File: src/rtl/imem_boot_loader_pkg.sv
// Shared FSM state type and stream-format constants for the boot loader.
// BOOT_LOADER_CHECKSUM_EN adds the CSUM state and the trailing checksum byte.
package imem_boot_loader_pkg;

  localparam int unsigned LEN_BYTES  = 2;
  localparam int unsigned WORD_BYTES = 4;
  localparam int unsigned CSUM_W     = 8;

  typedef enum logic [2:0] {
    ST_LEN0,
    ST_LEN1,
    ST_DATA,
`ifdef BOOT_LOADER_CHECKSUM_EN
    ST_CSUM,
`endif
    ST_DONE,
    ST_ERR
  } boot_state_e;

endpackage

File: src/rtl/imem_boot_loader_boot_word_assembler.sv
// Packs accepted payload bytes little-endian into 32-bit words and flags
// the byte that completes each word.
module boot_word_assembler
  import imem_boot_loader_pkg::*;
(
  input  logic        clk,
  input  logic        rst_n,
  input  logic        accept_i,
  input  logic [7:0]  byte_i,
  output logic        word_done_o,
  output logic [31:0] word_o
);

  logic [1:0]  cnt_q, cnt_d;
  logic [23:0] shift_q, shift_d;

  // Earlier bytes shift down so the first byte lands in bits 7:0.
  assign word_done_o = accept_i && (cnt_q == 2'(WORD_BYTES - 1));
  assign word_o      = {byte_i, shift_q};

  assign cnt_d   = accept_i ? cnt_q + 2'd1 : cnt_q;
  assign shift_d = accept_i ? {byte_i, shift_q[23:8]} : shift_q;

  always_ff @(posedge clk or negedge rst_n) begin
    if (!rst_n) begin
      cnt_q   <= '0;
      shift_q <= '0;
    end else begin
      cnt_q   <= cnt_d;
      shift_q <= shift_d;
    end
  end

endmodule

File: src/rtl/imem_boot_loader.sv
// Streams a length-prefixed byte image into instruction memory, then releases
// the core from reset. BOOT_LOADER_CHECKSUM_EN enables a trailing XOR check.
module imem_boot_loader
  import imem_boot_loader_pkg::*;
#(
  parameter int unsigned IMEM_DEPTH = 1024,
  parameter logic [31:0] BASE_ADDR  = 32'h0000_0000
) (
  input  logic        clk,
  input  logic        rst_n,
  input  logic        byte_valid,
  input  logic [7:0]  byte_data,
  output logic        byte_ready,
  output logic        imem_we,
  output logic [31:0] imem_waddr,
  output logic [31:0] imem_wdata,
  output logic        core_rst_n,
  output logic        done,
  output logic        error
);

  localparam logic [31:0] DEPTH32 = 32'(IMEM_DEPTH);
  localparam int unsigned LEN_W   = 8 * LEN_BYTES;

`ifdef BOOT_LOADER_CHECKSUM_EN
  localparam boot_state_e ST_TAIL = ST_CSUM;
`else
  localparam boot_state_e ST_TAIL = ST_DONE;
`endif

  boot_state_e        state_q, state_d;
  logic [7:0]         len_lo_q, len_lo_d;
  logic [LEN_W-1:0]   n_q, n_d;
  logic [15:0]        idx_q, idx_d;
  logic               we_q, we_d;
  logic [31:0]        waddr_q, waddr_d;
  logic [31:0]        wdata_q, wdata_d;
  logic               core_rst_n_q, core_rst_n_d;
  logic               done_q, done_d;
  logic               error_q, error_d;
`ifdef BOOT_LOADER_CHECKSUM_EN
  logic [CSUM_W-1:0]  csum_q, csum_d;
`endif

  logic               xfer;
  logic               word_done;
  logic [31:0]        word;
  logic [LEN_W-1:0]   len_full;

  assign byte_ready = (state_q != ST_DONE) && (state_q != ST_ERR);
  assign xfer       = byte_valid && byte_ready;
  assign len_full   = {byte_data, len_lo_q};

  boot_word_assembler u_asm (
    .clk         (clk),
    .rst_n       (rst_n),
    .accept_i    (xfer && (state_q == ST_DATA)),
    .byte_i      (byte_data),
    .word_done_o (word_done),
    .word_o      (word)
  );

  always_comb begin
    state_d  = state_q;
    len_lo_d = len_lo_q;
    n_d      = n_q;
    idx_d    = idx_q;
    we_d     = 1'b0;
    waddr_d  = waddr_q;
    wdata_d  = wdata_q;
`ifdef BOOT_LOADER_CHECKSUM_EN
    csum_d   = csum_q;
`endif
    case (state_q)
      ST_LEN0: begin
        if (xfer) begin
          len_lo_d = byte_data;
          state_d  = ST_LEN1;
        end
      end
      ST_LEN1: begin
        if (xfer) begin
          n_d = len_full;
          if ({16'h0, len_full} > DEPTH32) begin
            state_d = ST_ERR;
          end else if (len_full == '0) begin
            state_d = ST_TAIL;
          end else begin
            state_d = ST_DATA;
          end
        end
      end
      ST_DATA: begin
        if (xfer) begin
`ifdef BOOT_LOADER_CHECKSUM_EN
          csum_d = csum_q ^ byte_data;
`endif
          if (word_done) begin
            // Write strobe and address are registered, landing one cycle after the 4th byte.
            we_d    = 1'b1;
            waddr_d = BASE_ADDR + {14'h0, idx_q, 2'b00};
            wdata_d = word;
            idx_d   = idx_q + 16'd1;
            if (idx_q == n_q - 16'd1) begin
              state_d = ST_TAIL;
            end
          end
        end
      end
`ifdef BOOT_LOADER_CHECKSUM_EN
      ST_CSUM: begin
        if (xfer) begin
          state_d = (byte_data == csum_q) ? ST_DONE : ST_ERR;
        end
      end
`endif
      default: ;
    endcase
  end

  // Status outputs decode the next state so they change together with it.
  assign core_rst_n_d = (state_d == ST_DONE);
  assign done_d       = (state_d == ST_DONE);
  assign error_d      = (state_d == ST_ERR);

  always_ff @(posedge clk or negedge rst_n) begin
    if (!rst_n) begin
      state_q      <= ST_LEN0;
      len_lo_q     <= '0;
      n_q          <= '0;
      idx_q        <= '0;
      we_q         <= 1'b0;
      waddr_q      <= BASE_ADDR;
      wdata_q      <= '0;
      core_rst_n_q <= 1'b0;
      done_q       <= 1'b0;
      error_q      <= 1'b0;
`ifdef BOOT_LOADER_CHECKSUM_EN
      csum_q       <= '0;
`endif
    end else begin
      state_q      <= state_d;
      len_lo_q     <= len_lo_d;
      n_q          <= n_d;
      idx_q        <= idx_d;
      we_q         <= we_d;
      waddr_q      <= waddr_d;
      wdata_q      <= wdata_d;
      core_rst_n_q <= core_rst_n_d;
      done_q       <= done_d;
      error_q      <= error_d;
`ifdef BOOT_LOADER_CHECKSUM_EN
      csum_q       <= csum_d;
`endif
    end
  end

  assign imem_we    = we_q;
  assign imem_waddr = waddr_q;
  assign imem_wdata = wdata_q;
  assign core_rst_n = core_rst_n_q;
  assign done       = done_q;
  assign error      = error_q;

endmodule

File: config.mk
export PLATFORM = sky130hd
export DESIGN_NAME = imem_boot_loader
export DESIGN_NICKNAME = d
export VERILOG_FILES = /design/src/rtl/imem_boot_loader_pkg.sv /design/src/rtl/imem_boot_loader_boot_word_assembler.sv /design/src/rtl/imem_boot_loader.sv
export SDC_FILE = /design/constraint.sdc
export NUM_CORES = 1
export LEC_CHECK = 0
export CAP_MARGIN = 20
export CORE_UTILIZATION = 45
export CTS_CLUSTER_SIZE = 40
export DETAILED_ROUTE_END_ITERATION = 8
export PLACE_DENSITY_LB_ADDON = 0.08
export SYNTH_ARGS = -nofsm -noshare
export SYNTH_HDL_FRONTEND = slang
export SYNTH_SLANG_ARGS = --single-unit
File: constraint.sdc
create_clock -name clk -period 5.45 [get_ports clk]
set_input_delay 0.545 -clock clk [delete_from_list [all_inputs] [get_ports clk]]
set_output_delay 0.545 -clock clk [all_outputs]
set_load 0.02 [all_outputs]
==> results of run 1 <==
[registers in the layout, indices dropped and copies added (netlist names)]
register,cells
idx_q,16
len_lo_q,8
n_q,16
imem_we,1
done,1
imem_waddr,16
state_q,3
u_asm.cnt_q,2
error,1
u_asm.shift_q,24
imem_wdata,32
[layout make-up]
class | count | area, µm² | area share (%)
Timing Repair Buffer | 67 | 678 | 10.2
Sequential cell | 120 | 3000 | 45.3
Clock buffer | 20 | 457 | 6.90
Multi-Input combinational cell | 318 | 2150 | 32.4
Inverter | 3 | 11.3 | 0.170
Tap cell | 143 | 179 | 2.70
Clock inverter | 11 | 148 | 2.23
[layout by cell type (no fill, tap or decap), types with 3 or more instances in the layout]
| cell | instances |
|---|---|
| bufinv_16 | 3 |
| mux2_1 | 17 |
| clkinvlp_4 | 4 |
| and2_1 | 3 |
| xnor2_1 | 27 |
| nor2_1 | 15 |
| and3_1 | 4 |
| o21ai_1 | 4 |
| clkdlybuf4s50_1 | 62 |
| nor3_1 | 4 |
| nor4_1 | 5 |
| a21oi_1 | 5 |
| nand4_1 | 9 |
| mux2_2 | 48 |
| nand2_1 | 107 |
| nand2b_1 | 3 |
| conb_1 | 16 |
| dfrtp_1 | 120 |
| nor2b_1 | 4 |
| buf_4 | 4 |
| nand3_1 | 7 |
| xor2_1 | 12 |
| clkbuf_16 | 17 |
| ha_1 | 3 |
[routing by layer]
metal  track usage [%]  vias up
met2              30.6       67
li1                  -     1649
met4              7.64        0
met5                 0        -
met1              25.3     1737
met3              5.32       19
[cell families after synthesis]
family,Yosys count,share of synthesized area (%)
simple gates,173,15.2
flops,120,56.6
mux,65,13.8
xor+xnor,39,6.44
buf+inv,38,4.20
compound gates,22,2.95
fa+ha+maj,3,0.708
other cells,1,0.0707
[power groups by stage]
stage          clock [mW]  sequential, mW  combinational, mW
2_1_floorplan           0            1.12              0.367
3_3_place_gp            0            1.16              0.449
3_5_place_dp            0            1.16              0.457
4_1_cts              1.15            1.15              0.460
5_1_grt              1.19            1.17              0.509
6_report             1.13            1.15              0.456
[per-stage QoR]
step / hold slack [ns] / total power, mW / instances / util [%] / instance area [µm²]
2_1_floorplan: 0.249 / 1.48 / 476 / - / 5360
3_3_place_gp: 0.460 / 1.61 / 650 / 52.2 / 5990
3_5_place_dp: 0.463 / 1.62 / 650 / 52.2 / 5990
4_1_cts: 0.334 / 2.76 / 681 / 57.5 / 6600
5_1_grt: 0.0550 / 2.87 / 682 / 57.8 / 6620
6_report: 0.0411 / 2.74 / 682 / 57.8 / 6620
[worst min path at each step]
stage              startpoint              to  cells past startpoint  slack, ns
5_1_grt                 rst_n     len_lo_q[0]                      1       0.06
3_3_place_gp    imem_waddr[4]   imem_waddr[4]                      2       0.46
2_1_floorplan           rst_n            done                      0       0.25
6_report                rst_n     len_lo_q[2]                      1       0.04
3_5_place_dp   imem_wdata[14]  imem_wdata[14]                      2       0.46
4_1_cts                 rst_n        idx_q[5]                      1       0.33
==> metrics.yaml, run 1 <==
startpoint_type: "input port"
ys.flop_type: "dfrtp_1"
worst-path-buf-inv: 3
critPathMaxFanout: 39
clkSlewWorstSetupHoldPaths_ns: 0.06
slew_headroom_pct: 42.0
hold_viol: 0
yosysTopAreaCellShare_pct: 56.6
power.leakage_nw: 3.15
critPathKind: "input port to register"
seqPwrFrac_pct: 41.9
switching_share_pct: 27.8
wl_met2_um: 5100
final_nets: 541
cts_htree_levels: 4
grt_pass1_vias: 3628
cts_sinks: 120
rows: 39
synthesis.area_mm2: 0.00530
fmax_mhz: 341
die_w_um: 111
cts_tree: "done"
pre_cts_ws_ns: 2.06
cts_buffer_depth: 2
endpoint: "idx_q[15]"
highest_layer: "met4"
yosysWarnings: 0
drt-total-wl_um: 10600
ys_types: 45
syn_to_final_growth_pct: 24.9
cpPeakStageDelay_ns: 0.51
grt_pass1_wl_um: 18600
worst_skew_pair.late_latency_ns: 0.41
combPwrFrac_pct: 16.6
synth_area_leaders: "dfrtp_1, mux2_2, nand2_1"
finalCritPeriodShare_pct: 53.8
worstPathArrival_ns: 3.21
die_h_um: 111
gp_congestion: 0.800
setup_slack_ns: 2.52
cts-resized-gates: 0
rsz0062_at_grt: "false"
antenna_found_initial: 0
ioPinCount: 80
cp_cell_sequence: "clkdlybuf4s50_1, nor4bb_4, buf_4, nand2_2, inv_2, nand4_1, nor2_1, nand4_1, xnor2_1"
hp-class: "input port to asynchronous set/reset pin"
vias_per_cell: 5.09
async_reset_ff_share_pct: 100
synth_common_cells: "dfrtp_1, nand2_1, mux2_2, xnor2_1, buf_4"
internal_power_mw: 1.98
tns_ns: 0
placement.io_buffers: 63
worstMarginPinSlew_ns: 0.870
crit_family: "buffers and inverters"
synth_area_per_cell_um2: 11.5
synthCells: 461
finClkSkew_ns: 0.0105
wl_met3_um: 382
powerDensity_mw_per_mm2: 413
ir_worst_vdd_mv: 0.223
grtUsageTotal_pct: 19.4
clkPwrFrac_pct: 41.4
cts_setup_buffers: 0
yosysSeqAreaShare_pct: 56.6
ant_nets: 0
yosys.area.top_type: "dfrtp_1"
r2r_setup_slack_ns: 2.64
drive_gt1_share_pct: 17.6
yosys_register_bits: 120
route.detailed.drc: 0
diodes: 0
n_fill_cell: 973
outcome: "finished clean"
initial_core_util_pct: 46.2
routedWlPerCell_um: 15.5
cts_root_buffer: "clkbuf_16"
maxSlewViolCount: 0
post-dp-hpwl_um: 7210
reg2reg_to: "idx_q[15]"
grt-ovfl-total: 0
cp.required_ns: 5.73
wl_met1_um: 4880
fin_crit_ns: 2.93
drt-initial-drc-count: 140
die_area_mm2: 0.0122
crit_slowest_cell: "clkdlybuf4s50_1"
vias: 3472
timing.rr.start: "state_q[0]"
crit_cells: 9
maxCapViolations: 0
yosysMostFrequentCell: "dfrtp_1"
p_sw_mw: 0.761
setup.worst_path.start: "byte_valid"
end_kind: "register"
setup_viol: 0
path_common_cell: "nand4_1"
drtPass1Iterations: 4
numCtsBuffers: 17
rr_worst_depth: 8
grt_max_degree: 79
core_mm2: 0.0115
synth-edff-count: 0
hold_buffers: 0
Power figures use the tool's default switching activity.
==> inputs of run 2 (changes only) <==
clock period = 2.4 ns   (was 5.45 ns; I/O delays follow)
==> metrics.yaml, run 2 (synthesis gave the netlist of run 1 again) <==
outcome: "finished clean"
seqPwrFrac_pct: 41.3
switching_share_pct: 27.0
reg2reg_to: "done"
largest_reg_flops: 32
cts-resized-gates: 0
maxCapViolations: 0
ant_nets: 0
fmax_mhz: 460
drtPass1Iterations: 4
fin_crit_ns: 2.17
diodes: 0
placed_cells: 663
powerDensity_mw_per_mm2: 931
post-dp-hpwl_um: 7440
maxSlewViolCount: 0
core_mm2: 0.0115
die_area_mm2: 0.0122
critPathMaxFanout: 6
rows: 39
worstPathArrival_ns: 2.50
ioPinCount: 80
clkSlewWorstSetupHoldPaths_ns: 0.05
cts_setup_buffers: 0
grtUsageTotal_pct: 19.7
grt_pass1_wl_um: 18700
routedWlPerCell_um: 15.5
die_h_um: 111
internal_power_mw: 4.57
pre_cts_ws_ns: 0.213
worst-path-buf-inv: 1
cts_htree_levels: 4
numCtsBuffers: 17
power.leakage_nw: 3.22
cts_sinks: 120
n_fill_cell: 990
end_kind: "register"
finalCritPeriodShare_pct: 90.5
fin_cells: 695
hold_buffers: 1
clkPwrFrac_pct: 40.5
setup_slack_ns: 0.228
startpoint_type: "register"
cts_tree: "done"
vias_per_cell: 5.13
grt_max_degree: 59
endpoint: "done"
combPwrFrac_pct: 18.2
place_area_mm2: 0.00611
rr_worst_depth: 7
cp_cell_sequence: "nor3_1, nand2_2, or4_4, a211oi_2, o31ai_1, buf_4, o22ai_2"
design_area_mm2: 0.00672
mostFrequentLayoutCells: "dfrtp_1, nand2_1, clkdlybuf4s50_1"
drive_gt1_share_pct: 19.0
p_sw_mw: 1.69
route.detailed.drc: 0
crit_family: "simple AND/OR/NAND/NOR gates"
vias: 3567
gp_congestion: 0.871
setup_viol: 0
grt_pass1_vias: 3624
critPathKind: "register to register"
worst_skew_pair.late_latency_ns: 0.41
final_common_cell: "dfrtp_1"
cpPeakStageDelay_ns: 0.53
initial_core_util_pct: 46.2
drt-initial-drc-count: 122
finClkSkew_ns: 0.00642
rsz0062_at_grt: "false"
crit_slowest_cell: "or4_4"
drt-total-wl_um: 10800
tns_ns: 0
cts_buffer_depth: 2
placement.io_buffers: 63
final_nets: 554
crit_cells: 7
cp.required_ns: 2.73
setup.worst_path.start: "n_q[3]"
hp-class: "input port to asynchronous set/reset pin"
syn_to_final_growth_pct: 26.8
hold_viol: 0
ir_worst_vdd_mv: 0.630
timing.rr.start: "n_q[3]"
grt-ovfl-total: 0
r2r_setup_slack_ns: 0.23
antenna_found_initial: 0
die_w_um: 111
cts_root_buffer: "clkbuf_16"
run 2: metrics by stage:
step / power, mW / util (%) / hold slack, ns
floorplan: 3.37 / - / -0.0556
global placement: 3.73 / 53.3 / 0.229
detailed placement: 3.75 / 53.3 / 0.234
CTS: 6.33 / 58.6 / 0.336
global route: 6.59 / 58.6 / 0.363
finish: 6.26 / 58.6 / 0.333
run 2: worst min-delay path by stage:
stage / from / endpoint / cells past startpoint
2_1_floorplan: rst_n / done / 0
3_3_place_gp: rst_n / imem_waddr[2] / 1
3_5_place_dp: rst_n / imem_waddr[5] / 1
4_1_cts: rst_n / idx_q[2] / 2
5_1_grt: rst_n / imem_waddr[7] / 2
6_report: rst_n / imem_waddr[2] / 2
run 2: area by class of cell:
type,instances,area [µm²],area share (%)
Sequential cell,120,3000,44.7
Multi-Input combinational cell,318,2150,31.9
Timing Repair Buffer,80,783,11.7
Clock buffer,23,478,7.11
Tap cell,143,179,2.66
Clock inverter,8,120,1.79
Inverter,3,11.3,0.168
run 2: power by group through the flow:
stage | clock [mW] | sequential (mW) | combinational, mW
CTS | 2.60 | 2.59 | 1.14
global placement | 0 | 2.61 | 1.12
finish | 2.53 | 2.59 | 1.14
global route | 2.69 | 2.63 | 1.26
detailed placement | 0 | 2.62 | 1.13
floorplan | 0 | 2.54 | 0.834
run 2: per-layer routing:
layer  vias up  wire length (µm)  GRT usage, %
met2        86              5040          29.4
met5         -                 0             0
met4         0               188          8.44
li1       1691                 -             -
met1      1771              5070          26.5
met3        19               477          6.15
==> inputs of run 3 (changes only) <==
SLEW_MARGIN = 0   (was default)
==> results of run 3 <==
Same layout as run 2: the final DEF is identical, and so are final timing and power.
